## config.mk

```make
export PLATFORM = sky130hd
export DESIGN_NAME = alu_share_arbiter
export DESIGN_NICKNAME = d
export VERILOG_FILES = /design/src/rtl/alu_share_arbiter_pkg.sv /design/src/rtl/ALU32Bit.sv /design/src/rtl/alu_share_arbiter_rr_arb2.sv /design/src/rtl/alu_share_arbiter.sv
export SDC_FILE = /design/constraint.sdc
export NUM_CORES = 1
export LEC_CHECK = 0
export ABC_AREA = 1
export BUFFER_PORTS_ARGS = -buffer_cell sky130_fd_sc_hd__buf_2
export CAP_MARGIN = 25
export CORE_MARGIN = 5
export CORE_UTILIZATION = 49
export DETAILED_ROUTE_END_ITERATION = 8
export PLACE_DENSITY = 0.8
export SYNTH_ARGS = -nofsm -noshare
export SYNTH_HDL_FRONTEND = slang
export SYNTH_HIERARCHICAL = 1
export SYNTH_SLANG_ARGS = --single-unit
```

## constraint.sdc

```tcl
create_clock -name clk -period 11.2 [get_ports clk]
set_input_delay 0.56 -clock clk [delete_from_list [all_inputs] [get_ports clk]]
set_output_delay 0.56 -clock clk [all_outputs]
set_load 0.005 [all_outputs]
```

## src/rtl/alu_share_arbiter_pkg.sv

```systemverilog
// alu_share_arbiter_pkg: shared ALU opcode encoding, width defaults and arbiter FSM states
package alu_share_arbiter_pkg;
  localparam int XLEN_DEF = 32;
  localparam int OPW_DEF = 5;
  localparam logic [4:0] ALU_ADD = 5'd0;
  localparam logic [4:0] ALU_SUB = 5'd1;
  localparam logic [4:0] ALU_AND = 5'd2;
  localparam logic [4:0] ALU_OR = 5'd3;
  localparam logic [4:0] ALU_XOR = 5'd4;
  localparam logic [4:0] ALU_SLT = 5'd5;
  localparam logic [4:0] ALU_SLTU = 5'd6;
  localparam logic [4:0] ALU_SLL = 5'd7;
  localparam logic [4:0] ALU_SRL = 5'd8;
  localparam logic [4:0] ALU_SRA = 5'd9;
  localparam logic [4:0] ALU_NOR = 5'd10;
  localparam logic [4:0] ALU_PASSB = 5'd11;
  typedef enum logic {IDLE = 1'b0, RESP = 1'b1} state_t;
endpackage

```

## src/rtl/ALU32Bit.sv

```systemverilog
// ALU32Bit: combinational 32-bit ALU decoding the shared ALUOp encoding
module ALU32Bit
  import alu_share_arbiter_pkg::*;
(
  input  logic [4:0]  op,
  input  logic [31:0] a,
  input  logic [31:0] b,
  output logic [31:0] y
);
  always_comb begin
    case (op)
      ALU_ADD:   y = a + b;
      ALU_SUB:   y = a - b;
      ALU_AND:   y = a & b;
      ALU_OR:    y = a | b;
      ALU_XOR:   y = a ^ b;
      ALU_SLT:   y = {31'd0, $signed(a) < $signed(b)};
      ALU_SLTU:  y = {31'd0, a < b};
      ALU_SLL:   y = a << b[4:0];
      ALU_SRL:   y = a >> b[4:0];
      ALU_SRA:   y = 32'($signed(a) >>> b[4:0]);
      ALU_NOR:   y = ~(a | b);
      ALU_PASSB: y = b;
      default:   y = '0;
    endcase
  end
endmodule

```

## src/rtl/alu_share_arbiter_rr_arb2.sv

```systemverilog
// alu_share_arbiter_rr_arb2: two-way round-robin grant, ties go to the port not granted last
module alu_share_arbiter_rr_arb2 (
  input  logic       clk,
  input  logic       rst_n,
  input  logic [1:0] req,
  input  logic       advance,
  output logic [1:0] gnt
);
  logic last_q;
  always_comb gnt = (req == 2'b11) ? (last_q ? 2'b01 : 2'b10) : req;
  always_ff @(posedge clk) begin
    if (!rst_n) last_q <= 1'b1;
    else if (advance) last_q <= gnt[1];
  end
endmodule

```

## src/rtl/alu_share_arbiter.sv

```systemverilog
// alu_share_arbiter: shares one ALU32Bit between two valid/ready requesters with a registered result
module alu_share_arbiter
  import alu_share_arbiter_pkg::*;
#(
  parameter int XLEN = XLEN_DEF,
  parameter int OPW = OPW_DEF,
  parameter int CNTW = 16
) (
  input  logic            clk,
  input  logic            rst_n,
  input  logic            p0_req_valid,
  output logic            p0_req_ready,
  input  logic [XLEN-1:0] p0_a,
  input  logic [XLEN-1:0] p0_b,
  input  logic [OPW-1:0]  p0_op,
  output logic            p0_rsp_valid,
  input  logic            p0_rsp_ready,
  output logic [XLEN-1:0] p0_result,
  input  logic            p1_req_valid,
  output logic            p1_req_ready,
  input  logic [XLEN-1:0] p1_a,
  input  logic [XLEN-1:0] p1_b,
  input  logic [OPW-1:0]  p1_op,
  output logic            p1_rsp_valid,
  input  logic            p1_rsp_ready,
  output logic [XLEN-1:0] p1_result,
  output logic            busy,
  output logic [CNTW-1:0] op_count
);
  state_t state_q, state_d;
  logic owner_q, retire, open;
  logic [1:0] gnt;
  logic [XLEN-1:0] result_q, alu_a, alu_b, alu_y;
  logic [OPW-1:0] alu_op;
  logic [CNTW-1:0] cnt_q;
  always_comb begin
    retire = (state_q == RESP) & (owner_q ? p1_rsp_ready : p0_rsp_ready);
    open = (state_q == IDLE) | retire;
    alu_a = gnt[0] ? p0_a : gnt[1] ? p1_a : '0;
    alu_b = gnt[0] ? p0_b : gnt[1] ? p1_b : '0;
    alu_op = gnt[0] ? p0_op : gnt[1] ? p1_op : '0;
    state_d = (|gnt) ? RESP : retire ? IDLE : state_q;
  end
  alu_share_arbiter_rr_arb2 u_arb (
    .clk(clk),
    .rst_n(rst_n),
    .req({p1_req_valid, p0_req_valid} & {2{open}}),
    .advance(|gnt),
    .gnt(gnt)
  );
  ALU32Bit u_alu (
    .op(alu_op),
    .a(alu_a),
    .b(alu_b),
    .y(alu_y)
  );
  always_ff @(posedge clk) begin
    if (!rst_n) begin
      state_q <= IDLE;
      owner_q <= 1'b0;
      result_q <= '0;
      cnt_q <= '0;
    end else begin
      state_q <= state_d;
      if (|gnt) begin
        owner_q <= gnt[1];
        result_q <= alu_y;
      end
      if (retire && cnt_q != '1) cnt_q <= cnt_q + 1'b1;
    end
  end
  always_comb begin
    p0_req_ready = gnt[0];
    p1_req_ready = gnt[1];
    p0_rsp_valid = (state_q == RESP) & ~owner_q;
    p1_rsp_valid = (state_q == RESP) & owner_q;
    p0_result = p0_rsp_valid ? result_q : '0;
    p1_result = p1_rsp_valid ? result_q : '0;
    busy = (state_q == RESP);
    op_count = cnt_q;
  end
endmodule

```

**After elaboration in Yosys (flattened, before gate mapping)**

Index checks and enable logic that the tools add are counted.

- Register bits: 51
- Bits of input ports: 144
- Output and inout port bits: 85
- Logic and storage cells: 55

- Add/subtract/negate cells: 3
- $lt $le $gt $ge: 2
- Equal/unequal tests: 13
- Shift operators: 3
- Mux-type cells: 14
- Bitwise gates (word level): 11
- Reduce and logical (&&, ||, !) cells: 4

Operator list:

| operator | number |
|---|---|
| 32-bit one-hot mux with 12 select lines | 1 |
| 32-bit 2-to-1 mux | 6 |
| 32-bit less-than comparator | 2 |
| 32-bit adder | 1 |
| 32-bit AND | 1 |
| 32-bit NOT | 1 |
| 32-bit bitwise OR | 1 |
| 32-bit by 5-bit << shifter with 32-bit output | 1 |
| 32-bit by 5-bit >> shifter with 32-bit output | 1 |
| 32-bit by 5-bit >>> shifter with 32-bit output | 1 |
| 32-bit subtractor | 1 |
| 32-bit bitwise XOR | 1 |
| 5-bit by 3-bit == test with 1-bit output (second input constant) | 4 |
| 5-bit by 4-bit == test with 1-bit output (second input constant) | 4 |
| 16-bit by 1-bit adder with 16-bit output (second input constant) | 1 |
| 16-bit != test (second input constant) | 1 |
| 5-bit by 2-bit == test with 1-bit output (second input constant) | 2 |
| 5-bit 2-to-1 mux | 2 |
| 5-bit by 1-bit == test with 1-bit output (second input constant) | 1 |
| 5-bit logical NOT | 1 |
| 2-bit 2-to-1 mux | 2 |
| 1-bit AND | 3 |
| 1-bit 2-to-1 mux | 3 |
| 2-bit AND | 1 |
| other kinds (6) | 7 |

**Longest topological paths before layout**

Gate-level depths: netlist (run 1).

- Depth in word-level cells: 11
- Mapped depth: 32

**Cells and area by module**

The synthesis (run 1) kept the hierarchy.

By module, submodules not included:

| module | instances | cells each | area an instance (sq um) |
|---|---|---|---|
| ALU32Bit | 1 | 2,204 | 10,567.6 |
| alu_share_arbiter | 1 | 615 | 3,465.8 |
| alu_share_arbiter_rr_arb2 | 1 | 10 | 62.6 |

**Least setup slack after synthesis (run 1)**

Ideal clock, no wire load.

- Kind: input to register
- Start: input port p1_rsp_ready
- End: register result_q[0]
- Setup time: 119 ps
- Arrival time: 3,862 ps
- Required time: 11,081 ps
- Path slack: 7,218 ps
- Cell stages on the path: 32
- Cells stage by stage: inv_1 nand2_1 nand2_1 nand2_1 nand2_1 inv_1 nand2_1 and2_1 buf_2 clkbuf_1 nand3_1 nand2_1 buf_2 inv_1 buf_2 buf_2 ha_1 buf_6 inv_1 nand2_1 nand2_1 nand2_1 o21ai_2 nand2_1 nand2_1 nand2_1 nand2_1 nor2_1 nor2_1 nand2_1 o21ai_0 a21oi_1

RTL lines:

| item | line | source |
|---|---|---|
| from (decl) | alu_share_arbiter.sv:25 | `input logic p1_rsp_ready,` |
| 1-bit 2-to-1 mux * | alu_share_arbiter.sv:37 | `retire = (state_q == RESP) & (owner_q ? p1_rsp_ready : p0_rsp_ready);` |
| 1-bit AND * | alu_share_arbiter.sv:37 |  |
| 1-bit bitwise OR * | alu_share_arbiter.sv:38 | `open = (state_q == IDLE) \| retire;` |
| 2-bit AND * | alu_share_arbiter.sv:47 | `.req({p1_req_valid, p0_req_valid} & {2{open}}),` |
| 2-bit == test | alu_share_arbiter_rr_arb2.sv:10 | `always_comb gnt = (req == 2'b11) ? (last_q ? 2'b01 : 2'b10) : req;` |
| 2-bit 2-to-1 mux * | alu_share_arbiter_rr_arb2.sv:10 |  |
| named net p1_req_ready | alu_share_arbiter.sv:20 | `output logic p1_req_ready,` |
| 32-bit 2-to-1 mux * (2 in series) | alu_share_arbiter.sv:40 | `alu_b = gnt[0] ? p0_b : gnt[1] ? p1_b : '0;` |
| named net alu_b[2] | alu_share_arbiter.sv:33 | `logic [XLEN-1:0] result_q, alu_a, alu_b, alu_y;` |
| 32-bit less-than comparator (tied with other cells) | ALU32Bit.sv:18 | `ALU_SLTU: y = {31'd0, a < b};` |
| 32-bit one-hot mux with 12 select lines * | ALU32Bit.sv:11 | `case (op)` |
| named net alu_y[0] | alu_share_arbiter.sv:33 |  |
| to (signal assigned) | alu_share_arbiter.sv:67 | `result_q <= alu_y;` |
| to (decl) | alu_share_arbiter.sv:33 |  |

The timed path passes the listed nets; every way through them passes the cells marked *.
A chain may end at the register's enable or synchronous reset.

**Final worst setup path (run 1)**

- Start: register owner_q
- End: register result_q[3]

RTL lines:

| item | line | source |
|---|---|---|
| from (decl) | alu_share_arbiter.sv:31 | `logic owner_q, retire, open;` |
| from (signal assigned) | alu_share_arbiter.sv:66 | `owner_q <= gnt[1];` |
| 1-bit 2-to-1 mux * | alu_share_arbiter.sv:37 |  |
| 1-bit AND * | alu_share_arbiter.sv:37 |  |
| 1-bit bitwise OR * | alu_share_arbiter.sv:38 |  |
| 2-bit AND * | alu_share_arbiter.sv:47 |  |
| 2-bit == test | alu_share_arbiter_rr_arb2.sv:10 |  |
| 2-bit 2-to-1 mux * | alu_share_arbiter_rr_arb2.sv:10 |  |
| 32-bit 2-to-1 mux | alu_share_arbiter.sv:40 |  |
| 32-bit 2-to-1 mux * | alu_share_arbiter.sv:40 |  |
| named net alu_b[2] | alu_share_arbiter.sv:33 |  |
| 32-bit subtractor (tied with other cells) | ALU32Bit.sv:13 | `ALU_SUB: y = a - b;` |
| 32-bit one-hot mux with 12 select lines * | ALU32Bit.sv:11 |  |
| named net alu_y[3] | alu_share_arbiter.sv:33 |  |

Marks and branches as above.

==> reports/qor.yml, run 1 <==
drt:
  drtPass1Iterations: 8
  postRouteAntennaNets: 0
  avgRoutedWirePerCell_um: 21.95
  dr_total_vias: 20230
  wirelength_um: 73080
  routed_via_density: 6.075
  route.detailed.drc: 0
  drt_iter0_drc: 2958
global_route:
  grt_pass1_wl_um: 107600
  grt_pass1_vias: 18149
  grt_start_max_net_pins: 82
  antenna_found_initial: 1
  track_usage_pct: 42.28
  grt.overflow.total: 0
placement:
  place.gp.congestion: 1.088
  place.detailed.hpwl_um: 59210
  numPortBuffers: 228
synthesis:
  ys_async_sr_fraction_pct: 0
  synth-seq-cells: 51
  synth.net_count: 3076
  synth_area_leaders: "nand2_1 25%, nand3_1 19%, inv_1 9.3%"
  yosys_warnings: 6
  synth_top_area_share_pct: 24.84
  ys.flop_type: "dfxtp_1"
  yosys.area.top_type: "nand2_1"
  synth_area_sq_um: 14100
  syn_avg_cell_area_sq_um: 4.983
  netlist_instances: 2829
  synth-seq-area-share_pct: 7.243
  synth_edf_count: 0
  synth_cell_types: 43
clock_network:
  ctsRootBufferMaster: "clkbuf_16"
  clk_latency_ns: 0.31
  cts_buffers: 5
  clkSinkCount: 51
  cts_max_path_buffers: 2
  clkTransAtPathRegs_ns: 0.08
  cts_setup_buffers: 0
  h-tree-depth: 2
  cts_hold_buffers: 0
  cts_tree: "done"
  post_cts_resized: 0
finish:
  num-nets-final: 3192
  layout_common_cells: "930 x nand2_1, 524 x nand3_1, 350 x inv_1"
  drive_gt1_share_pct: 10.49
  antennaDiodeCount: 0
  final_common_cell: "nand2_1"
  final_util_pct: 53.99
  area_delta_synth_final_pct: 9.338
timing:
  finalMaxSlewViolations: 0
  fin_crit_ns: 5.992
  skew_ns: 0.009509
  hold-worst-slack_ns: 0.4764
  setup_viol: 0
  finalHoldViolCount: 0
  slew_headroom_pct: 27.24
  finalCritPeriodShare_pct: 53.50
  fmax_ghz: 0.1669
  finalSetupTns_ns: 0
  worst_slew_pin_slew_ns: 1.087
  rsz0062_at_grt: "no"
worst_setup_path:
  reg2reg_from: "owner_q$_SDFFE_PN0P_"
  r2r_end: "result_q[3]$_SDFFE_PN0P_"
  reg2reg_depth: 25
  cp-start-kind: "flip-flop"
  path_class: "flip-flop to flip-flop"
  worstPathRequired_ns: 11.38
  path_max_fanout: 75
  crit_path_end_kind: "flip-flop"
  r2r_slack_ns: 5.21
  arrival_ns: 6.18
min_path:
  holdPathStages: 2
  holdPathEnd: "result_q[23]$_SDFFE_PN0P_"
  min_path_type: "flip-flop to flip-flop"
  hold_path_startpoint: "result_q[23]$_SDFFE_PN0P_"
floorplanning:
  dieArea_sq_um: 32260
  core_sq_um: 28550
  die_y_um: 179.6
  initial_core_util_pct: 49.38
  row_count: 62
  io_pins: 229
  die_w_um: 179.6
power_and_ir_drop:
  p_leak_uw: 0.008542
  ir_worst_vdd_uv: 97.22
  power.density_nw_per_um2: 114.4
run:
  cap_violations: 0
outcome:
  status: "complete, no violations"
## sequential cells by signal, indices dropped and copies added (netlist names)
name          flops
op_count         16
busy              1
owner_q           1
u_arb/last_q      1
result_q         32
## per-layer routing
metal | vias to the layer above | GRT usage, % | part of all wire (%) | wire (um)
met5 | - | 0 | 0.015 | 11
met4 | 2 | 21.70 | 7.0 | 5089
met3 | 290 | 10.57 | 13 | 9793
met2 | 1527 | 66.50 | 42 | 30960
met1 | 9087 | 53.66 | 37 | 27230
li1 | 9324 | - | - | -
## synthesized netlist by cell type, types with 13 or more instances
library cell,number
a21oi_1,123
and2_1,13
buf_1,13
buf_2,70
clkbuf_1,44
dfxtp_1,51
ha_1,101
inv_1,351
nand2_1,933
nand3_1,524
nand4_1,35
nor2_1,289
nor3_1,28
o211ai_1,26
o21ai_0,93
o21bai_1,13
o22ai_1,24
## metrics by stage
stage          setup slack [ns]  std cells  power [uW]  instance area [sq um]
5_1_grt                   4.880       3330        1868                  15410
3_5_place_dp              5.278       3321        1520                  15230
4_1_cts                   5.454       3329        1693                  15380
3_3_place_gp              5.373       3320        1503                  15220
2_1_floorplan             7.218       2829        1092                  14100
6_report                  5.208       3330        1763                  15410
## worst max-delay path, stage by stage (launching register included)
cell      delay (ns)
dfxtp_1         0.45
inv_1           0.10
nand2_2         0.08
nand2_1         0.10
nand2_1         0.12
nand2_1         0.06
inv_1           0.12
a21boi_4        0.06
buf_4           0.30
inv_2           0.12
buf_4           0.60
nand3_1         0.17
nand2_2         0.09
buf_4           0.53
inv_2           0.04
buf_4           0.38
ha_1            0.57
inv_1           0.19
a21oi_1         0.17
o21ai_0         0.30
o21ai_0         0.26
a21oi_1         0.07
nor3_1          0.22
nand3_1         0.23
o21ai_0         0.26
a21oi_1         0.06
## where the power goes
part / switching [uW] / internal [uW] / leakage (uW)
clock network: 84.6 / 85.7 / 0.0000759
registers: 8.86 / 205 / 0.000419
logic: 1010 / 364 / 0.00805
## final cells by class
cell class	count	area [sq um]
sequential	51	1021
inverter	362	1359
fill	3130	13140
clock inverter	3	28.78
timing repair buffer	249	1323
clock buffer	5	125.1
multi-input combinational	2276	11080
tap	384	480.5
## worst max-delay path by stage
stage                                     from                         to
after global routing      owner_q$_SDFFE_PN0P_   result_q[3]$_SDFFE_PN0P_
after detailed placement          p1_rsp_ready  result_q[19]$_SDFFE_PN0P_
after global placement            p1_rsp_ready   result_q[3]$_SDFFE_PN0P_
final                     owner_q$_SDFFE_PN0P_   result_q[3]$_SDFFE_PN0P_
after floorplan                   p1_rsp_ready   result_q[0]$_SDFFE_PN0P_
after CTS                 owner_q$_SDFFE_PN0P_  result_q[19]$_SDFFE_PN0P_
## logic make-up after synthesis
group,Yosys count,synth area share (%)
xor gates and xnor gates,6,0.3728
and+or+nand+nor,1869,56.85
buffers and inverters,502,14.40
AOI/OAI and AO/OA,298,11.89
adders and majority gates,103,9.249
DFF,51,7.243
No activity file was read; power rests on OpenSTA's default activity.
==> run 2: changes to the inputs <==
--- a/config.mk
+++ b/config.mk
@@ -11,7 +11,7 @@
 export CORE_MARGIN = 5
 export CORE_UTILIZATION = 49
 export DETAILED_ROUTE_END_ITERATION = 8
-export PLACE_DENSITY = 0.8
+export PLACE_DENSITY = 0.83
 export SYNTH_ARGS = -nofsm -noshare
 export SYNTH_HDL_FRONTEND = slang
 export SYNTH_HIERARCHICAL = 1
==> constraint.sdc (replaced) <==
create_clock -name clk -period 5.1 [get_ports clk]
set_input_delay 0.255 -clock clk [delete_from_list [all_inputs] [get_ports clk]]
set_output_delay 0.255 -clock clk [all_outputs]
set_load 0.005 [all_outputs]
==> run 2 against run 1 <==
Final area rose by 2.6%. Flip-flop and latch count is the same. Non-clock buffer count up 50. Register-to-register slack got worse by 5.0 ns. Sequential power increased by 120%. Count of clock-buffer cells in the layout stayed put. Routed wire length is 1.0% higher. First-iteration DRC count grew 4.1%. Largest power group unchanged.
==> reports/qor.yml, run 2 (synthesized netlist as in run 1, its figures left out) <==
outcome:
  status: "complete, no violations"  # unchanged
drt:
  route.detailed.drc: 0  # unchanged
  drt_iter0_drc: 3080  # was 2958
  avgRoutedWirePerCell_um: 21.85  # was 21.95 um
  dr_total_vias: 20217  # was 20.23k
  postRouteAntennaNets: 0  # unchanged
  routed_via_density: 5.981  # was 6.075
  drtPass1Iterations: 6  # was 8
  wirelength_um: 73840  # was 73080 um
timing:
  finalMaxSlewViolations: 0  # unchanged
  worst_slew_pin_slew_ns: 1.272  # was 1.087 ns
  setup_viol: 0  # unchanged
  rsz0062_at_grt: "no"  # unchanged
  fin_ws_ns: 0.2449  # was 5.208 ns
  finalSetupTns_ns: 0  # unchanged
  slew_headroom_pct: 14.87  # was 27.24%
  skew_ns: 0.01968  # was 0.009509 ns
  fin_crit_ns: 4.855  # was 5.992 ns
  finalCritPeriodShare_pct: 95.20  # was 53.50%
  finalHoldViolCount: 0  # unchanged
  fmax_ghz: 0.2060  # was 0.1669 GHz
  hold-worst-slack_ns: 0.4225  # was 0.4764 ns
run:
  cap_violations: 0  # unchanged
clock_network:
  cts_buffers: 5  # unchanged
  cts_max_path_buffers: 2  # unchanged
  cts_setup_buffers: 0  # unchanged
  cts_hold_buffers: 0  # unchanged
  clkSinkCount: 51  # unchanged
  post_cts_resized: 0  # unchanged
  clkTransAtPathRegs_ns: 0.07  # was 0.08 ns
  cts_tree: "done"  # unchanged
  clk_latency_ns: 0.31  # about the same
  ctsRootBufferMaster: "clkbuf_16"  # unchanged
  h-tree-depth: 2  # unchanged
floorplanning:
  dieArea_sq_um: 32260  # unchanged
  row_count: 62  # unchanged
  die_y_um: 179.6  # unchanged
  io_pins: 229  # unchanged
  initial_core_util_pct: 49.38  # unchanged
  core_sq_um: 28550  # unchanged
  die_w_um: 179.6  # unchanged
finish:
  num-nets-final: 3242  # was 3192
  largest-register: "result_q"  # unchanged
  drive_gt1_share_pct: 11.98  # was 10.49%
  layout_common_cells: "930 x nand2_1, 524 x nand3_1, 350 x inv_1"  # unchanged
  finalNonFillerCells: 3380  # was 3330
  final_common_cell: "nand2_1"  # unchanged
  fin_area_sq_um: 15810  # was 15410 sq um
  area_delta_synth_final_pct: 12.19  # was 9.338%
  antennaDiodeCount: 0  # unchanged
  largest_reg_flops: 32  # unchanged
global_route:
  grt_pass1_vias: 18244  # was 18.15k
  track_usage_pct: 43.11  # was 42.28%
  grt.overflow.total: 0  # unchanged
  grt_start_max_net_pins: 73  # was 82
  antenna_found_initial: 3  # was 1
  grt_pass1_wl_um: 110200  # was 107600 um
worst_setup_path:
  crit_path_end_kind: "flip-flop"  # unchanged
  reg2reg_from: "owner_q$_SDFFE_PN0P_"  # unchanged
  arrival_ns: 5.00  # was 6.18 ns
  cp-start-kind: "flip-flop"  # unchanged
  critPathLaunch: "owner_q$_SDFFE_PN0P_"  # unchanged
  worstPathRequired_ns: 5.25  # was 11.38 ns
  path_max_fanout: 27  # was 75
  path_class: "flip-flop to flip-flop"  # unchanged
power_and_ir_drop:
  power.density_nw_per_um2: 249.7  # was 114.4 nW/um^2
  p_leak_uw: 0.008799  # was 0.008542 uW
  ir_worst_vdd_uv: 197.7  # was 97.22 uV
placement:
  numPortBuffers: 228  # unchanged
  place.gp.congestion: 1.124  # was 1.088
  pre_cts_slack_ns: 0.4482  # was 5.278 ns
  dp_cells: 3372  # was 3321
  dpl-instance-area_sq_um: 15660  # was 15230 sq um
  place.detailed.hpwl_um: 61860  # was 59210 um
min_path:
  min_path_type: "input pin to flip-flop"  # was flip-flop to flip-flop
  hold_path_startpoint: "p1_req_valid"  # was result_q[23]$_SDFFE_PN0P_
-- run 2: through the flow --
stage / power, uW / util (%)
after detailed placement: 3438 / 54.86
after CTS: 3807 / 55.40
after floorplan: 2398 / -
final: 3948 / 55.40
after global placement: 3451 / 54.86
after global routing: 4203 / 55.40
-- run 2: worst paths after layout --
path / slack [ns] / to / cells past startpoint
worst max-delay path: 0.24 / result_q[18]$_SDFFE_PN0P_ / 25
worst max register to register: 0.24 / result_q[18]$_SDFFE_PN0P_ / 25
worst min register to register: 0.48 / result_q[11]$_SDFFE_PN0P_ / 2
worst min-delay path: 0.42 / u_arb/last_q$_SDFFE_PN1P_ / 5
-- run 2: layout make-up --
class | count | area (sq um)
clock inverters | 3 | 28.78
clock buffers | 5 | 125.1
multi-input cells | 2276 | 11080
well taps | 384 | 480.5
fillers | 3192 | 12730
repair buffers | 299 | 1724
inverters | 362 | 1359
flip-flops and latches | 51 | 1021
-- run 2: metal layers --
layer	global-route usage (%)	wire length (um)	vias up
li1	-	-	9445
met1	56.43	28940	8947
met2	65.79	30240	1525
met3	9.317	9147	294
met4	24.08	5452	6
met5	0	69	-
-- run 2: worst max-delay path, cell delays in order (launching register included) --
cell and delay [ns]:
dfxtp_1 0.43, inv_1 0.08, nand2_2 0.07, nand2_1 0.09
nand2_1 0.15, nand2_1 0.08, inv_1 0.13, and2_2 0.46
buf_12 0.25, nand3_1 0.09, nand2_1 0.20, inv_1 0.08
ha_1 0.51, nand2_1 0.25, nor2_1 0.23, inv_1 0.08
nor2_1 0.30, nand4_1 0.39, nand3_1 0.18, nand2_1 0.06
nand3_1 0.08, nand2_1 0.06, inv_1 0.06, nand2_1 0.13
o21ai_0 0.19, a21oi_1 0.05
-- run 2: report_power, final --
| part | internal, uW | total, uW | switching, uW | leakage (uW) |
|---|---|---|---|---|
| clock | 188 | 366 | 178 | 0.0000759 |
| sequential | 450 | 469 | 18.9 | 0.000419 |
| combinational | 867 | 3110 | 2250 | 0.00830 |
